==> src/rtl/result_reader.sv <==
// result_reader: drains the cpu result stack into byte frames on a valid/ready stream.
// Each popped 64-bit result is sent as a tag byte followed by eight payload bytes.
// Once the stack is empty and a trap code is present, a two-byte trap frame is sent
// and the block halts until reset.
module result_reader #(
  parameter bit         BIG_ENDIAN = 1'b0,
  parameter logic [7:0] RESULT_TAG = 8'h52,
  parameter logic [7:0] TRAP_TAG   = 8'h54
) (
  input  logic        clk,
  input  logic        reset,
  input  logic [63:0] result,
  input  logic        result_empty,
  output logic        result_pop,
  input  logic [3:0]  trap,
  output logic [7:0]  tx_data,
  output logic        tx_valid,
  input  logic        tx_ready,
  output logic        busy,
  output logic        done
);

  typedef enum logic [2:0] {
    StIdle,
    StPop,
    StSend,
    StTrap,
    StHalt
  } state_e;

  state_e      state_q, state_d;
  logic [3:0]  idx_q, idx_d;
  logic [63:0] payload_q, payload_d;
  logic [3:0]  trap_q, trap_d;

  // Payload byte for the current index; index 0 is the tag, so payload uses 1..8.
  logic [2:0]  byte_sel;
  logic [7:0]  payload_byte;

  // Byte lane selection for the payload, depending on endianness.
  always_comb begin
    if (BIG_ENDIAN) begin
      byte_sel = 3'(4'd8 - idx_q);
    end else begin
      byte_sel = 3'(idx_q - 4'd1);
    end
    payload_byte = payload_q[{byte_sel, 3'b000} +: 8];
  end

  // Next-state logic: results always drain before a trap is reported.
  always_comb begin
    state_d   = state_q;
    idx_d     = idx_q;
    payload_d = payload_q;
    trap_d    = trap_q;
    unique case (state_q)
      StIdle: begin
        if (!result_empty) begin
          state_d = StPop;
        end else if (trap != 4'h0) begin
          trap_d  = trap;
          idx_d   = 4'd0;
          state_d = StTrap;
        end
      end
      StPop: begin
        payload_d = result;
        idx_d     = 4'd0;
        state_d   = StSend;
      end
      StSend: begin
        if (tx_ready) begin
          if (idx_q == 4'd8) begin
            idx_d   = 4'd0;
            state_d = StIdle;
          end else begin
            idx_d = idx_q + 4'd1;
          end
        end
      end
      StTrap: begin
        if (tx_ready) begin
          if (idx_q == 4'd1) begin
            idx_d   = 4'd0;
            state_d = StHalt;
          end else begin
            idx_d = idx_q + 4'd1;
          end
        end
      end
      StHalt: begin
        state_d = StHalt;
      end
      default: begin
        state_d = StIdle;
        idx_d   = 4'd0;
      end
    endcase
  end

  // Outputs decoded from registered state only; no input-to-output paths.
  always_comb begin
    result_pop = 1'b0;
    tx_valid   = 1'b0;
    tx_data    = 8'h00;
    busy       = 1'b0;
    done       = 1'b0;
    unique case (state_q)
      StIdle: begin
        tx_data = 8'h00;
      end
      StPop: begin
        result_pop = 1'b1;
        busy       = 1'b1;
      end
      StSend: begin
        tx_valid = 1'b1;
        busy     = 1'b1;
        tx_data  = (idx_q == 4'd0) ? RESULT_TAG : payload_byte;
      end
      StTrap: begin
        tx_valid = 1'b1;
        busy     = 1'b1;
        tx_data  = (idx_q == 4'd0) ? TRAP_TAG : {4'h0, trap_q};
      end
      StHalt: begin
        done = 1'b1;
      end
      default: begin
        tx_data = 8'h00;
      end
    endcase
  end

  // State registers with asynchronous active-low reset.
  always_ff @(posedge clk or negedge reset) begin
    if (!reset) begin
      state_q   <= StIdle;
      idx_q     <= 4'd0;
      payload_q <= 64'h0;
      trap_q    <= 4'h0;
    end else begin
      state_q   <= state_d;
      idx_q     <= idx_d;
      payload_q <= payload_d;
      trap_q    <= trap_d;
    end
  end

endmodule

==> config.mk <==
export PLATFORM = sky130hd
export DESIGN_NAME = result_reader
export DESIGN_NICKNAME = d
export VERILOG_FILES = /design/src/rtl/result_reader.sv
export SDC_FILE = /design/constraint.sdc
export NUM_CORES = 1
export LEC_CHECK = 0
export BUFFER_PORTS_ARGS = -buffer_cell sky130_fd_sc_hd__buf_2
export CORE_MARGIN = 2
export CORE_UTILIZATION = 58
export CTS_CLUSTER_SIZE = 12
export DETAILED_ROUTE_END_ITERATION = 12
export MAX_ROUTING_LAYER = met4
export PLACE_DENSITY = 0.82
export SETUP_SLACK_MARGIN = 0.1
export SKIP_CTS_REPAIR_TIMING = 1
export SLEW_MARGIN = 20
export SYNTH_ARGS = -nofsm -noshare
export SYNTH_HDL_FRONTEND = slang
export SYNTH_SLANG_ARGS = --single-unit
==> constraint.sdc <==
create_clock -name clk -period 4 [get_ports clk]
set_input_delay 1.2 -clock clk [delete_from_list [all_inputs] [get_ports clk]]
set_output_delay 1.2 -clock clk [all_outputs]
set_load 0.03 [all_outputs]
# == Word level (Yosys, flattened, before mapping) ==
# Index checks and enable logic that the tools add are counted.
# word_totals
register_bits,75
inputBits,72
output_inout_bits,12
# op_classes
n_addsub,2
n_eq_ne,13
n_shift,1
muxes,21
n_bitwise,1
reduce_logical,8
# ops
cell,n
$shiftx 64x7->8,1
$mux 4,6
$mux 3,6
$pmux 4 s4,1
$pmux 8 s2,1
$pmux 3 s5,1
$ne 2x2->1 const B,6
$reduce_and 5->1,2
$mux 8,1
$mux 7,1
$eq 3x2->1 const B,2
$add 4x1->4 const B,1
$eq 4x1->1 const B,1
$eq 4x4->1 const B,1
$logic_not 4->1,1
$mux 1,4
$reduce_bool 4->1,1
$eq 3x1->1 const B,1
$eq 3x3->1 const B,1
$logic_not 3->1,1
$ne 3x3->1 const B,1
$reduce_and 3->1,1
$reduce_or 3->1,1
$sub 3x1->3 const B,1
other kinds (2),2

# == Logic depth before layout (Yosys ltp) ==
# Gate-level depths: netlist of the first run.
# logic_depth
word_depth,4
depth_mapped,9

# == Worst setup path before layout of the first run ==
# No wires, ideal clock.
# synth_path
path_type,reg2out
from,reg idx_q[0]
to,out tx_data[0]
t_arrival_ns,2.393
t_required_ns,2.800
slack_ns,0.407
stages_incl_launch_ff,10
cell_sequence,dfrtp_1 -> buf_6 -> buf_4 -> inv_1 -> ha_1 -> buf_2 -> buf_2 -> mux4_2 -> mux2i_1 -> o21ai_0
# synth_between
elab_chain_len,4
# synth_rtl
item,line,source
start: declaration,32,"logic [3:0] idx_q, idx_d;"
start signal: assignment,144,idx_q <= idx_d;
$sub 3x1->3,45,byte_sel = 3'(idx_q - 4'd1);
$shiftx 64x7->8,47,"payload_byte = payload_q[{byte_sel, 3'b000} +: 8];"
$mux 8,119,tx_data = (idx_q == 4'd0) ? RESULT_TAG : payload_byte;
$pmux 8 s2 (*),108,unique case (state_q)
end: declaration,16,"output logic [7:0] tx_data,"
# Mark *: on every way between the ends. The rest lies on a longest branch, timed or not.

# == Worst setup path after layout of the first run ==
# layout_path
from,reg idx_q[1]
to,out tx_data[6]
# Same word-level chain as after synthesis.

==> results.txt, run 1 <==
----------------------------------------------------
[STA]
  Max-slew violations ... 0
  Final setup slack of the worst path ... roughly 0.3 ns
  Period utilization ... 0.925
  RSZ-0062 raised after global routing ... no
  Post-route setup TNS ... 0 ns
  Maximum clock frequency ... ~0.27 GHz
  Layout Skew ... ~0.0042 ns
  Number of hold violations in the final report ... 0
  Final setup violation count ... 0
  Worst slew pin tran ... 0.916 ns
  Relative slew slack ... 0.389
  Post-route minimum period ... 3.70 ns

[CTS]
  TritonCTS sink count ... 75
  Insertion delay to the later sink of the worst-skew pair ... 0.34 ns
  # H-tree levels ... 3
  Clk pin slew, worst setup/hold paths ... 0.07 ns
  Clock tree from TritonCTS ... done
  TritonCTS buffer count ... 9
  Clk root buf ... sky130_fd_sc_hd__clkbuf_8
  Maximum clock path buffer count ... 2

[Power and ir drop]
  Leakage ... 1.95 nW
  Clk pwr share ... 0.145
  Internal power summed over all cells ... 0.00241 W
  Power density over the cells ... 882 mW/mm^2
  Sequential cell fraction of total power ... 0.372
  Share of power burned in combinational logic ... 0.484
  Peak ir drop on the vdd network ... between 0.5 and 0.6 mV
  Switching fraction of total power ... 0.359
  Net switching power figure ... 0.00135 W

[Logic synthesis]
  Avg Synthesized Cell Area ... 14.8 sq um
  Ranking of synthesized cells by area ... sky130_fd_sc_hd__dfrtp_1, sky130_fd_sc_hd__mux2_2, sky130_fd_sc_hd__mux4_2, sky130_fd_sc_hd__mux4_1, sky130_fd_sc_hd__buf_4
  Post-Synthesis Net Count ... between 300 and 400
  Post-synth cell types ... 40
  Most common cell in the netlist ... sky130_fd_sc_hd__dfrtp_1
  Top cell type by total area after synthesis ... sky130_fd_sc_hd__dfrtp_1
  Post-synthesis instance total ... 246
  Number of storage elements in the synthesis netlist ... 75
  Fraction of registers with async set or reset after synthesis ... 1.00
  Number of synthesized flops with an enable pin ... 0
  Synth top area share ... 0.514
  Most common flop cell mapped by yosys ... sky130_fd_sc_hd__dfrtp_1
  Number of synthesis warnings ... 0
  Cell area after synthesis ... 0.00365 sq mm
  Synth top cells by count ... sky130_fd_sc_hd__dfrtp_1, sky130_fd_sc_hd__mux2_2, sky130_fd_sc_hd__mux4_2
  Post-synthesis sequential area ratio ... 0.514

[Setup path]
  Crit path max fanout ... 10
  Critical register-to-register path startpoint ... idx_q[0]$_DFFE_PN0P_
  R2R depth ... 6
  Start-to-end type of the worst setup path ... reg2out
  Worst setup slack for register-to-register paths ... 1.90 ns
  Kind of start point of the critical path ... flip-flop
  Critical path data arrival time ... 2.50 ns
  Destination of the worst register-to-register timing path ... state_q[1]$_DFFE_PN0P_
  Critical path endpoint category ... output pin
  CP required ... 2.80 ns

[Drt]
  Remaining routing DRC violations ... 0
  Via count ... 2351
  Vias per cell ... 5.76
  Total wire length after detailed routing ... 7460 microns
  Iteration-0 DRC count of the detailed router ... 102
  Final routed wire length divided by cell count ... approximately 18 microns
  First-pass iteration count of the detailed router ... 4
  Post-route ant nets ... 0

[Layout]
  Net total in the final layout ... 405
  Layout fillers ... between 400 and 500
  Layout cells sized above 1 ... 0.547
  Area taken by flip-flops and latches ... 0.00188 sq mm
  Area growth from synthesis to layout ... 16.8%
  Antenna cell count ... 0
  Core utilization of the finished layout ... 0.712
  Area used by multi-input combinational logic ... 0.00166 sq mm

[Floorplanning]
  Standard-cell row count ... 28
  Initial standard-cell utilization of the core ... 0.609
  Area of the core ... 0.00599 sq mm
  Num ports ... 84
  Die ar. ... 0.00695 sq mm
  Die height ... 83.3 microns
  Horizontal die dimension ... 83.3 microns

[Placement]
  Routability congestion estimate from global placement ... 0.913
  Final HPWL from detailed placement ... 5390 microns
  Post-Place Setup Slack ... roughly 0.68 ns
  Count of input and output buffers ... 83

[Global routing]
  Number of antenna violations at the first check in global routing ... 0
  Wire length of the first global-routing pass ... 12500 microns
  GRT overflow ... 0
  Number of global-route vias before repair ... 2567
  Aggregate global-route resource usage ... 0.241
  Maximum number of pins on one net before global-route repair ... 76

[Worst hold path]
  Hold Crit Class ... reg2reg
  Hold Path Stages ... 1
  Hold worst-path end ... payload_q[56]$_DFFE_PN0N_
  Worst Min Path Start ... payload_q[56]$_DFFE_PN0N_

[Job]
  Number of maximum-capacitance constraint violations ... 0

[Status]
  Status ... completed

----------------------------------------------------
==> registers in the layout, indices dropped and copies added, names as in the netlist <==
signal	count
state_q	3
payload_q	64
trap_q	4
idx_q	4
==> power by group through the flow <==
stage / logic [W] / registers (W) / clock network, W
final: 0.00182 / 0.00140 / 0.000544
after global routing: 0.00196 / 0.00145 / 0.000595
after CTS: 0.00183 / 0.00140 / 0.000554
after detailed placement: 0.00182 / 0.00141 / 0
after global placement: 0.00176 / 0.00139 / 0
after floorplan: 0.00154 / 0.00129 / 0
==> critical path, cell delays in order, from the launching register on <==
cell	delay [ns]
sky130_fd_sc_hd__dfrtp_1	0.42
sky130_fd_sc_hd__inv_1	0.09
sky130_fd_sc_hd__ha_1	0.57
sky130_fd_sc_hd__buf_4	0.26
sky130_fd_sc_hd__mux4_1	0.32
sky130_fd_sc_hd__a211o_1	0.33
sky130_fd_sc_hd__buf_2	0.18
==> cells in the final DEF (no fill, tap or decap), types with 5 or more instances in the layout <==
cell type,count
sky130_fd_sc_hd__buf_2,82
sky130_fd_sc_hd__nor2_1,9
sky130_fd_sc_hd__mux4_2,10
sky130_fd_sc_hd__a21oi_1,5
sky130_fd_sc_hd__mux4_1,6
sky130_fd_sc_hd__mux2i_1,5
sky130_fd_sc_hd__clkbuf_8,9
sky130_fd_sc_hd__mux2_2,69
sky130_fd_sc_hd__dfrtp_1,75
==> logic make-up (layout without fill, tap and decap cells) <==
family                   after synthesis  after routing  synth area share
adder cells (fa/ha/maj)                4              4            0.0137
AND/OR/NAND/NOR                       36             36            0.0600
XOR/XNOR                               1              1           0.00446
flip-flops                            75             75             0.514
buffers and inverters                 18            105            0.0322
multiplexers                          91             91             0.334
AO/OA/AOI/OAI                         21             21            0.0411
==> area by class of cell <==
| cell class | count | share of cell area |
|---|---|---|
| well taps | 75 | 0.0220 |
| flip-flops and latches | 75 | 0.440 |
| multi-input cells | 153 | 0.390 |
| repair buffers | 86 | 0.103 |
| inverters | 4 | 0.00352 |
| clock buffers | 12 | 0.0317 |
| clock inverters | 3 | 0.00939 |
==> worst max path at each step <==
stage	end	cells after the start	slack, ns	startpoint
6_report	tx_data[6]	6	0.30	idx_q[1]$_DFFE_PN0P_
5_1_grt	tx_data[0]	7	0.16	idx_q[1]$_DFFE_PN0P_
4_1_cts	tx_data[6]	6	0.29	idx_q[1]$_DFFE_PN0P_
3_5_place_dp	tx_data[6]	6	0.68	idx_q[1]$_DFFE_PN0P_
3_3_place_gp	tx_data[4]	6	0.76	idx_q[1]$_DFFE_PN0P_
2_1_floorplan	tx_data[0]	9	0.41	idx_q[0]$_DFFE_PN0P_
==> stage by stage <==
stage | total power [W] | hold WS [ns] | cells | cell area, sq um
after detailed placement | 0.00323 | 0.491 | 393 | 4090
after floorplan | 0.00283 | 0.472 | 246 | 3650
after CTS | 0.00379 | 0.507 | 408 | 4260
final | 0.00376 | 0.506 | 408 | 4260
after global placement | 0.00315 | 0.482 | 393 | 4090
after global routing | 0.00400 | 0.518 | 408 | 4260
==> per-layer routing <==
metal | wire, microns | track usage
met1 | 3040 | 0.289
met2 | 3870 | 0.399
met3 | 446 | 0.0726
met4 | 108 | 0.0671
met5 | 0 | -
Note: power is estimated with default switching activity, not from simulation.
==> run 2, diff against run 1 <==
CORE_UTILIZATION = 30   (was 58)
PLACE_DENSITY = 0.47   (was 0.82)
==> run 2 against run 1 <==
Against the previous run:
- setup slack better by 0.076 ns
- via count fell by 1.8%
- largest power group unchanged
- design area is 5.2% higher
- global-route usage is 10 points lower
- sequential power is essentially flat
- register-to-register slack worse by 0.08 ns
- non-clock buffer count stayed put
- die area grew 88%
- largest cell class unchanged
- clock skew grew 0.0013 ns
- hold slack got worse by 0.0056 ns
==> results.txt, run 2 (same netlist as run 1, synthesis figures left out) <==
----------------------------------------------------
[STA]
  Worst slew pin tran ... 0.974 ns (was 0.916 ns)
  RSZ-0062 raised after global routing ... no (unchanged)
  Period utilization ... 0.906 (was 0.925)
  Hold slack final ... 0.500 ns (was 0.506 ns)
  Post-route setup TNS ... 0 ns (unchanged)
  Relative slew slack ... 0.351 (was 0.389)
  Maximum clock frequency ... 0.276 GHz (was 0.270 GHz)
  Number of hold violations in the final report ... 0 (unchanged)
  Max-slew violations ... 0 (unchanged)
  Final setup slack of the worst path ... 0.377 ns (was 0.301 ns)
  Post-route minimum period ... 3.62 ns (was 3.70 ns)
  Final setup violation count ... 0 (unchanged)
  Layout Skew ... 0.00558 ns (was 0.00425 ns)

[Floorplanning]
  Die height ... 114 microns (was 83.3 microns)
  Standard-cell row count ... 40 (was 28)
  Num ports ... 84 (unchanged)
  Die ar. ... 0.0131 sq mm (was 0.00695 sq mm)
  Initial standard-cell utilization of the core ... 0.305 (was 0.609)
  Horizontal die dimension ... 114 microns (was 83.3 microns)
  Area of the core ... 0.0120 sq mm (was 0.00599 sq mm)

[Setup path]
  Critical path's top delay family ... buffers and inverters (was adder cells)
  CP max stage cell ... sky130_fd_sc_hd__ha_1 (unchanged)
  Crit path max fanout ... 10 (unchanged)
  Kind of start point of the critical path ... flip-flop (unchanged)
  Buffer and inverter count on the worst path ... 3 (unchanged)
  Critical path endpoint category ... output pin (unchanged)
  Critical Path Max Stage Delay ... 0.50 ns (was 0.57 ns)
  Cell chain of the critical path ... inv_1, ha_1, buf_4, mux4_2, mux2i_1, o22ai_1, buf_2 (was inv_1, ha_1, buf_4, mux4_1, a211o_1, buf_2)
  Critical path data arrival time ... 2.42 ns (was 2.50 ns)
  CP required ... 2.80 ns (about the same)
  Start-to-end type of the worst setup path ... reg2out (unchanged)

[Drt]
  Detailed-routed wire length on met3 ... 278 microns (was 446 microns)
  Highest Signal Layer ... met4 (unchanged)
  Via count ... 2308 (was 2351)
  First-pass iteration count of the detailed router ... 5 (was 4)
  DRT met1 WL ... 4040 microns (was 3040 microns)
  Vias per cell ... 4.80 (was 5.76)
  Met2 wire len ... 3630 microns (was 3870 microns)
  Total wire length after detailed routing ... 8120 microns (was 7460 microns)
  Post-route ant nets ... 0 (unchanged)
  Iteration-0 DRC count of the detailed router ... 86 (was 102)
  Remaining routing DRC violations ... 0 (unchanged)
  Final routed wire length divided by cell count ... 16.9 microns (was 18.3 microns)

[Placement]
  Inst Count DP ... 465 (was 393)
  Count of input and output buffers ... 83 (unchanged)
  Post-Place Setup Slack ... 0.674 ns (was 0.678 ns)
  Routability congestion estimate from global placement ... 0.795 (was 0.913)
  Final HPWL from detailed placement ... 5690 microns (was 5390 microns)

[CTS]
  Clk pin slew, worst setup/hold paths ... 0.06 ns (was 0.07 ns)
  TritonCTS buffer count ... 9 (unchanged)
  # H-tree levels ... 3 (unchanged)
  Insertion delay to the later sink of the worst-skew pair ... 0.33 ns (was 0.34 ns)
  Clock tree from TritonCTS ... done (unchanged)
  TritonCTS sink count ... 75 (unchanged)
  Maximum clock path buffer count ... 2 (unchanged)
  Clk root buf ... sky130_fd_sc_hd__clkbuf_16 (was sky130_fd_sc_hd__clkbuf_8)

[Layout]
  Antenna cell count ... 0 (unchanged)
  Net total in the final layout ... 405 (unchanged)
  Regs by FF count ... payload_q (64), idx_q (4), trap_q (4) (unchanged)
  Most common cell after layout, fill and taps aside ... sky130_fd_sc_hd__buf_2 (unchanged)
  Max FFs per register ... 64 (unchanged)
  Layout fillers ... 1182 (was 445)
  Layout cells sized above 1 ... 0.554 (was 0.547)
  Top library cells by usage in the layout, fill and taps aside ... sky130_fd_sc_hd__buf_2, sky130_fd_sc_hd__dfrtp_1, sky130_fd_sc_hd__mux2_2, sky130_fd_sc_hd__mux4_2 (unchanged)
  Area growth from synthesis to layout ... 22.8% (was 16.8%)
  Largest reg by FF count ... payload_q (unchanged)
  Final cell count without fillers ... 481 (was 408)

[Job]
  Number of maximum-capacitance constraint violations ... 0 (unchanged)

[Global routing]
  Number of global-route vias before repair ... 2401 (was 2567)
  Number of antenna violations at the first check in global routing ... 0 (unchanged)
  Aggregate global-route resource usage ... 0.137 (was 0.241)
  Maximum number of pins on one net before global-route repair ... 76 (unchanged)
  GRT overflow ... 0 (unchanged)
  Wire length of the first global-routing pass ... 13000 microns (was 12500 microns)

[Power and ir drop]
  Power density over the cells ... 902 mW/mm^2 (was 882 mW/mm^2)
  Peak ir drop on the vdd network ... 0.206 mV (was 0.590 mV)
  Leakage ... 2.02 nW (was 1.95 nW)

[Worst hold path]
  Hold Crit Class ... reg2reg (unchanged)

[Status]
  Status ... completed (unchanged)

----------------------------------------------------
-- run 2: report_power, final --
group	leakage (nW)	internal (W)	switching (W)	total, W
Sequential	0.891	0.00115	0.000230	0.00138
Combinational	0.973	0.000977	0.000867	0.00184
Clock	0.153	0.000516	0.000306	0.000822
-- run 2: metal layers --
metal	up-vias	global-route usage
met5	-	-
met4	0	0.0634
met2	49	0.192
met3	12	0.0222
met1	1161	0.195
li1	1086	-
-- run 2: layout make-up --
type	count	area [sq um]	area share
clock buffer	12	256	0.0572
clock inverter	4	48.8	0.0109
inverter	4	15.0	0.00335
multi-input combinational	153	1660	0.371
sequential	75	1880	0.419
tap	147	184	0.0410
timing repair buffer	86	440	0.0982
-- run 2: stage by stage --
step / total power, W / util / area, sq um
finish: 0.00405 / 0.375 / 4480
global route: 0.00432 / 0.375 / 4480
CTS: 0.00411 / 0.375 / 4480
detailed placement: 0.00327 / 0.349 / 4180
global placement: 0.00324 / 0.349 / 4180
floorplan: 0.00283 / - / 3650
-- run 2: path summary, 6_finish.rpt --
kind | startpoint | to | slack [ns] | depth (start not counted)
setup reg to reg | state_q[2]$_DFFE_PN0P_ | payload_q[38]$_DFFE_PN0N_ | 1.82 | 3
min in group asynchronous | reset | payload_q[58]$_DFFE_PN0N_ | 1.01 | 1
max in group asynchronous | reset | payload_q[40]$_DFFE_PN0N_ | 2.34 | 1
hold reg to reg | payload_q[19]$_DFFE_PN0N_ | payload_q[19]$_DFFE_PN0N_ | 0.50 | 1
setup / recovery | idx_q[1]$_DFFE_PN0P_ | tx_data[2] | 0.38 | 7
hold / removal | payload_q[19]$_DFFE_PN0N_ | payload_q[19]$_DFFE_PN0N_ | 0.50 | 1
-- run 2: worst register-to-register path, stage by stage (launching register included) --
cell and delay (ns):
sky130_fd_sc_hd__dfrtp_1 0.52, sky130_fd_sc_hd__nor3b_4 0.36, sky130_fd_sc_hd__buf_4 0.72, sky130_fd_sc_hd__mux2_2 0.47
